===== config.mk =====
export PLATFORM = sky130hd
export DESIGN_NAME = game_input_tick
export DESIGN_NICKNAME = d
export VERILOG_FILES = /design/src/rtl/game_input_tick.sv
export SDC_FILE = /design/constraint.sdc
export NUM_CORES = 1
export LEC_CHECK = 0
export CORE_AREA = 2 2 104 106
export CTS_CLUSTER_DIAMETER = 200
export DETAILED_ROUTE_END_ITERATION = 8
export DIE_AREA = 0 0 106 108
export GPL_ROUTABILITY_DRIVEN = 0
export HOLD_SLACK_MARGIN = 0.1
export PLACE_DENSITY = 0.8
export SYNTH_ARGS = -nofsm -noshare
export SYNTH_HDL_FRONTEND = slang
export SYNTH_SLANG_ARGS = --single-unit

===== constraint.sdc =====
create_clock -name clk -period 6.1 [get_ports clk]
set_clock_uncertainty 0.1 [all_clocks]
set_input_delay 1.83 -clock clk [delete_from_list [all_inputs] [get_ports clk]]
set_output_delay 1.83 -clock clk [all_outputs]
set_load 0.005 [all_outputs]

===== src/rtl/game_input_tick.sv =====
// ============================================================================
// Module   : game_input_tick
// Purpose  : Time-base strobes and synchronised/debounced button conditioning
// Revision : 1.0
// ============================================================================
`default_nettype none

module game_input_tick #(
  parameter int BLOCK_DIV = 100_000_000,
  parameter int LASER_DIV = 10_000_000,
  parameter int MOVE_DIV  = 25_000_000,
  parameter int DB_CYCLES = 1_000_000
) (
  input  logic clk,
  input  logic rst,
  input  logic freeze_i,
  input  logic btn_adj_raw_i,
  input  logic btn_lr_raw_i,
  input  logic btn_shoot_raw_i,
  output logic block_clk_o,
  output logic laser_clk_o,
  output logic player_move_clk_o,
  output logic btn_adj_o,
  output logic btn_left_right_o,
  output logic btn_shoot_o
);

  localparam int c_NUM_TICKS = 3;
  localparam int c_NUM_BTNS  = 3;
  localparam int c_DB_W      = $clog2(DB_CYCLES + 1);
  localparam logic [c_DB_W-1:0] c_DB_LAST = c_DB_W'(DB_CYCLES - 1);

  logic [c_NUM_TICKS-1:0] w_strobe;
  logic [c_NUM_BTNS-1:0]  w_raw;
  logic [c_NUM_BTNS-1:0]  w_stable;

  assign w_raw = {btn_shoot_raw_i, btn_lr_raw_i, btn_adj_raw_i};

  // Index 0 = block, 1 = laser, 2 = player move.
  generate
    for (genvar gi = 0; gi < c_NUM_TICKS; gi++) begin : g_tick
      localparam int c_DIV = (gi == 0) ? BLOCK_DIV :
                             (gi == 1) ? LASER_DIV : MOVE_DIV;
      localparam int c_W   = $clog2(c_DIV);
      localparam logic [c_W-1:0] c_LAST = c_W'(c_DIV - 1);

      logic [c_W-1:0] cnt_q;
      logic [c_W-1:0] cnt_d;
      logic           strobe_q;
      logic           strobe_d;

      always_comb begin
        cnt_d    = cnt_q;
        strobe_d = 1'b0;
        if (!freeze_i) begin
          if (cnt_q == c_LAST) begin
            cnt_d    = '0;
            strobe_d = 1'b1;
          end else begin
            cnt_d    = cnt_q + c_W'(1);
          end
        end
      end

      always_ff @(posedge clk) begin
        if (rst) begin
          cnt_q    <= '0;
          strobe_q <= 1'b0;
        end else begin
          cnt_q    <= cnt_d;
          strobe_q <= strobe_d;
        end
      end

      assign w_strobe[gi] = strobe_q;
    end
  endgenerate

  // Index 0 = adj, 1 = left/right, 2 = shoot; freeze deliberately ignored here.
  generate
    for (genvar gb = 0; gb < c_NUM_BTNS; gb++) begin : g_btn
      logic              s1_q;
      logic              s2_q;
      logic              stable_q;
      logic              stable_d;
      logic [c_DB_W-1:0] cnt_q;
      logic [c_DB_W-1:0] cnt_d;

      always_comb begin
        stable_d = stable_q;
        cnt_d    = '0;
        if (s2_q != stable_q) begin
          if (cnt_q == c_DB_LAST) begin
            stable_d = s2_q;
          end else begin
            cnt_d    = cnt_q + c_DB_W'(1);
          end
        end
      end

      always_ff @(posedge clk) begin
        if (rst) begin
          s1_q     <= 1'b0;
          s2_q     <= 1'b0;
          stable_q <= 1'b0;
          cnt_q    <= '0;
        end else begin
          s1_q     <= w_raw[gb];
          s2_q     <= s1_q;
          stable_q <= stable_d;
          cnt_q    <= cnt_d;
        end
      end

      assign w_stable[gb] = stable_q;
    end
  endgenerate

  logic shoot_dly_q;
  logic shoot_pulse_q;
  logic shoot_pulse_d;

  assign shoot_pulse_d = w_stable[2] & ~shoot_dly_q;

  always_ff @(posedge clk) begin
    if (rst) begin
      shoot_dly_q   <= 1'b0;
      shoot_pulse_q <= 1'b0;
    end else begin
      shoot_dly_q   <= w_stable[2];
      shoot_pulse_q <= shoot_pulse_d;
    end
  end

  assign block_clk_o       = w_strobe[0];
  assign laser_clk_o       = w_strobe[1];
  assign player_move_clk_o = w_strobe[2];
  assign btn_adj_o         = w_stable[0];
  assign btn_left_right_o  = w_stable[1];
  assign btn_shoot_o       = shoot_pulse_q;

endmodule

`default_nettype wire


==> out/results.env <==
RUN_STATUS='completed'
CTS_SETUP_BUFFERS=0
PLACEMENTROWS=37
ROUTE.DETAILED.WL_PER_INST_UM=13.5
CPPEAKSTAGEDELAY_NS=0.73
SYNTH-MAIN-FF-CELL='sky130_fd_sc_hd__dfxtp_1'
POWERDENSITY_nW_PER_UM2=296
MAPPEDNETLISTNETS=739
CPLARGESTDELAYFAMILY='buffers and inverters'
OVERALL_DIE_AREA_UM2=11400
CLOCK_PERIOD_MINUS_FINAL_WORST_SETUP_SLACK_NS=4.05
SYNTH.YOSYS.SEQ_AREA_SHARE=0.463
SETUP_CP_TYPE='in -> reg'
DRC=0
ARRIVAL_NS=4.37
CTSROOTBUFFERMASTER='sky130_fd_sc_hd__clkbuf_8'
PLACE_WS_NS=1.53
CLKLATENCYLATEPIN_NS=0.54
DETAIL_ROUTE.WIRELENGTH_UM=12000
SETUP-TNS-FINAL_NS=0
NUMCTSBUFFERS=17
CTS-HOLD-FIX-BUFFERS=0
IO_BUFFER_COUNT=11
FIRSTDRTPASSITERS=4
DRIVE_GT1_FRAC=0.0598
NFILLCELLS=761
WORST_SETUP_PATH_END_KIND='flip-flop'
H-TREE-DEPTH=4
SYNTH-SEQ-CELLS=150
BOUNDARYPINS=12
MAXSLEWVIOLCOUNT=0
WORST_EP_REQUIRED_NS=6.42
NETLIST.AREA_LEADER.SHARE=0.463
LARGEST_FANOUT_ON_THE_CRITICAL_PATH=15
NUM-NETS-FINAL=752
HOLD_VIOLATIONS=0
SETUP_VIOL_COUNT_FINAL=0
POST_SYNTH_INSTANCE_AREA_UM2=6490
COUNT_OF_FLIP_FLOPS_WITH_A_BUILT_IN_ENABLE_AFTER_SYNTHESIS=0
VIASPERCELL=5.55
ROUTE.TOP_LAYER_USED='met4'
TIMING.FMAX_GHz=0.247
YS_TYPES=41
NETLIST_INSTANCES=727
CP_SLOWEST_CELL='sky130_fd_sc_hd__clkdlybuf4s50_1'
WL_MET2_UM=5740
AREA_GROWTH_SYN_TO_LAYOUT_PCT=13.1
DRT_ITER0_MARKERS=252
ROUTE.ANTENNA.REMAINING_NETS=0
MIN_PERIOD_OVER_PERIOD=0.664
N_ANTENNA_CELL=0
TOP_CELL_TYPE_BY_TOTAL_AREA_AFTER_SYNTHESIS='sky130_fd_sc_hd__dfxtp_1'
GRT_ANTENNA_BEFORE_REPAIR=0
POSTCTSRESIZEDCELLS=0
CLOCK_TREE_FROM_TRITONCTS='built'
SETUP_SLACK_NS=2.05
CTS.REPORTEDPATHS.CLKPINSLEW_NS=0.06
CRITICAL_PATH.N_BUFFERS_INVERTERS=2
RELSLEWSLACK=0.293
YOSYS_WARNINGS=0
NATURE_OF_THE_CRITICAL_PATH_STARTPOINT='primary input'
CAP_VIOL_MAX_COUNT=0
SYNTH.AREA.TOP_CELLS='sky130_fd_sc_hd__dfxtp_1, sky130_fd_sc_hd__xor2_1, sky130_fd_sc_hd__nor2_1'
SYN_AREA_PER_CELL_UM2=8.93
P_LEAK_nW=2.52
ROUTED-WL-MET3_UM=411
HOLDCRITPATHCLASS='reg -> reg'
INITIAL_CELL_DENSITY_OF_THE_CORE=0.634
CTSLONGESTPATHBUFFERS=2
GLOBALROUTE.TOTALOVERFLOW=0
CRIT_CHAIN='clkdlybuf4s50_1 -> and4b_1 -> nand3_1 -> o31ai_2 -> buf_4 -> nor2_1'
DIE_WIDTH_UM=106
POWER.IR.VDD_WORST_uV=333
GRT_START_MAX_NET_PINS=24
TIGHTESTPINTRANSITION_NS=1.05
DRT-MET1-WL_UM=5650
CLOCK-SINKS=150
SYNTH-ASYNC-RESET-RATIO=0
GLOBALROUTETOTALUTIL=0.228
RSZ0062_AT_GRT='false'
WIRE_LENGTH_OF_THE_FIRST_GLOBAL_ROUTING_PASS_UM=21000
DETAILED_PLACE_HPWL_UM=7810
TOTAL_VIA_COUNT_IN_THE_ROUTED_DESIGN=4927
DIE_Y_UM=108
FINALPOWER_mW=2.17
FIRST_GLOBAL_VIAS=4810
CORE_REGION_AREA_UM2=10200
==> cell usage in the layout, fill, tap and decap left out, types with 4 or more instances in the layout <==
cell,count
sky130_fd_sc_hd__and4_1,17
sky130_fd_sc_hd__and3_1,13
sky130_fd_sc_hd__nand3_1,42
sky130_fd_sc_hd__nand4_1,28
sky130_fd_sc_hd__o21ai_0,6
sky130_fd_sc_hd__clkbuf_16,16
sky130_fd_sc_hd__clkinv_2,4
sky130_fd_sc_hd__nor3_1,22
sky130_fd_sc_hd__inv_1,12
sky130_fd_sc_hd__nor2b_1,11
sky130_fd_sc_hd__nor4_1,13
sky130_fd_sc_hd__nand2_1,53
sky130_fd_sc_hd__ha_1,6
sky130_fd_sc_hd__clkdlybuf4s50_1,11
sky130_fd_sc_hd__and2_1,11
sky130_fd_sc_hd__mux2i_1,6
sky130_fd_sc_hd__or3_1,9
sky130_fd_sc_hd__nor4b_1,7
sky130_fd_sc_hd__nor2_1,145
sky130_fd_sc_hd__a21oi_1,9
sky130_fd_sc_hd__dfxtp_1,150
sky130_fd_sc_hd__xnor2_1,48
sky130_fd_sc_hd__bufinv_16,6
sky130_fd_sc_hd__xor2_1,72
==> synth_stat cells (7+ instances only) <==
master and instances:
sky130_fd_sc_hd__dfxtp_1 150, sky130_fd_sc_hd__nor2_1 145, sky130_fd_sc_hd__xor2_1 72, sky130_fd_sc_hd__nand2_1 53
sky130_fd_sc_hd__xnor2_1 48, sky130_fd_sc_hd__nand3_1 42, sky130_fd_sc_hd__nand4_1 28, sky130_fd_sc_hd__nor3_1 22
sky130_fd_sc_hd__and4_1 17, sky130_fd_sc_hd__and3_1 13, sky130_fd_sc_hd__nor4_1 13, sky130_fd_sc_hd__inv_1 12
sky130_fd_sc_hd__and2_1 11, sky130_fd_sc_hd__nor2b_1 11, sky130_fd_sc_hd__a21oi_1 9, sky130_fd_sc_hd__or3_1 9
sky130_fd_sc_hd__buf_2 8, sky130_fd_sc_hd__nor4b_1 7
==> power by group <==
part / internal, mW / total (mW) / switching [mW]
clock: 0.764 / 1.15 / 0.382
sequential: 0.987 / 0.993 / 0.00569
combinational: 0.0130 / 0.0347 / 0.0217
==> final timing paths <==
kind                            start                   to  slack, ns  cells past startpoint
hold reg to reg           shoot_dly_q          btn_shoot_o       0.29                      1
setup reg to reg  g_tick[0].cnt_q[13]   g_tick[0].cnt_q[1]       3.53                      5
hold / removal            shoot_dly_q          btn_shoot_o       0.29                      1
setup / recovery             freeze_i  g_tick[2].cnt_q[11]       2.05                      6
==> flip-flops by register name, indices dropped and copies added (netlist names), 3 cells and up <==
| signal | cells |
|---|---|
| g_btn.s1_q | 3 |
| g_btn.cnt_q | 60 |
| g_tick.cnt_q | 76 |
| g_btn.s2_q | 3 |
==> metal layers <==
metal | up-vias | global-route usage
met1 | 2339 | 0.278
met2 | 74 | 0.379
li1 | 2491 | -
met3 | 23 | 0.0585
met5 | - | 0
met4 | 0 | 0.107
==> worst reg2reg max path: cells and delay by family (launching register included) <==
kind             cells  cell delay (ns)
AND/OR/NAND/NOR      4             1.25
flip-flops           1             0.45
AO/OA/AOI/OAI        1             0.64
==> kinds of logic after synthesis <==
| family | count (synthesis) | synth area share |
|---|---|---|
| and+or+nand+nor | 394 | 0.315 |
| DFF | 150 | 0.463 |
| xor gates and xnor gates | 120 | 0.162 |
| buffers and inverters | 31 | 0.0218 |
| AOI/OAI and AO/OA | 20 | 0.0181 |
| muxes | 6 | 0.00925 |
| adders and majority gates | 6 | 0.0116 |
==> stage by stage <==
step	cell area [µm²]	utilization	instances	hold WS [ns]
2_1_floorplan	6490	-	727	0.267
3_3_place_gp	6690	0.654	857	0.272
3_5_place_dp	6690	0.654	857	0.278
4_1_cts	7340	0.717	888	0.287
5_1_grt	7340	0.717	888	0.309
6_report	7340	0.717	888	0.286
==> final cells by class <==
type / instances / area [µm²] / area share
Timing Repair Buffer: 13 / 125 / 0.0171
Clock buffer: 21 / 449 / 0.0612
Inverter: 12 / 45.0 / 0.00614
Sequential cell: 150 / 3000 / 0.409
Clock inverter: 10 / 200 / 0.0273
Tap cell: 136 / 170 / 0.0232
Multi-Input combinational cell: 546 / 3350 / 0.456
Power figures use the tool's default switching activity.
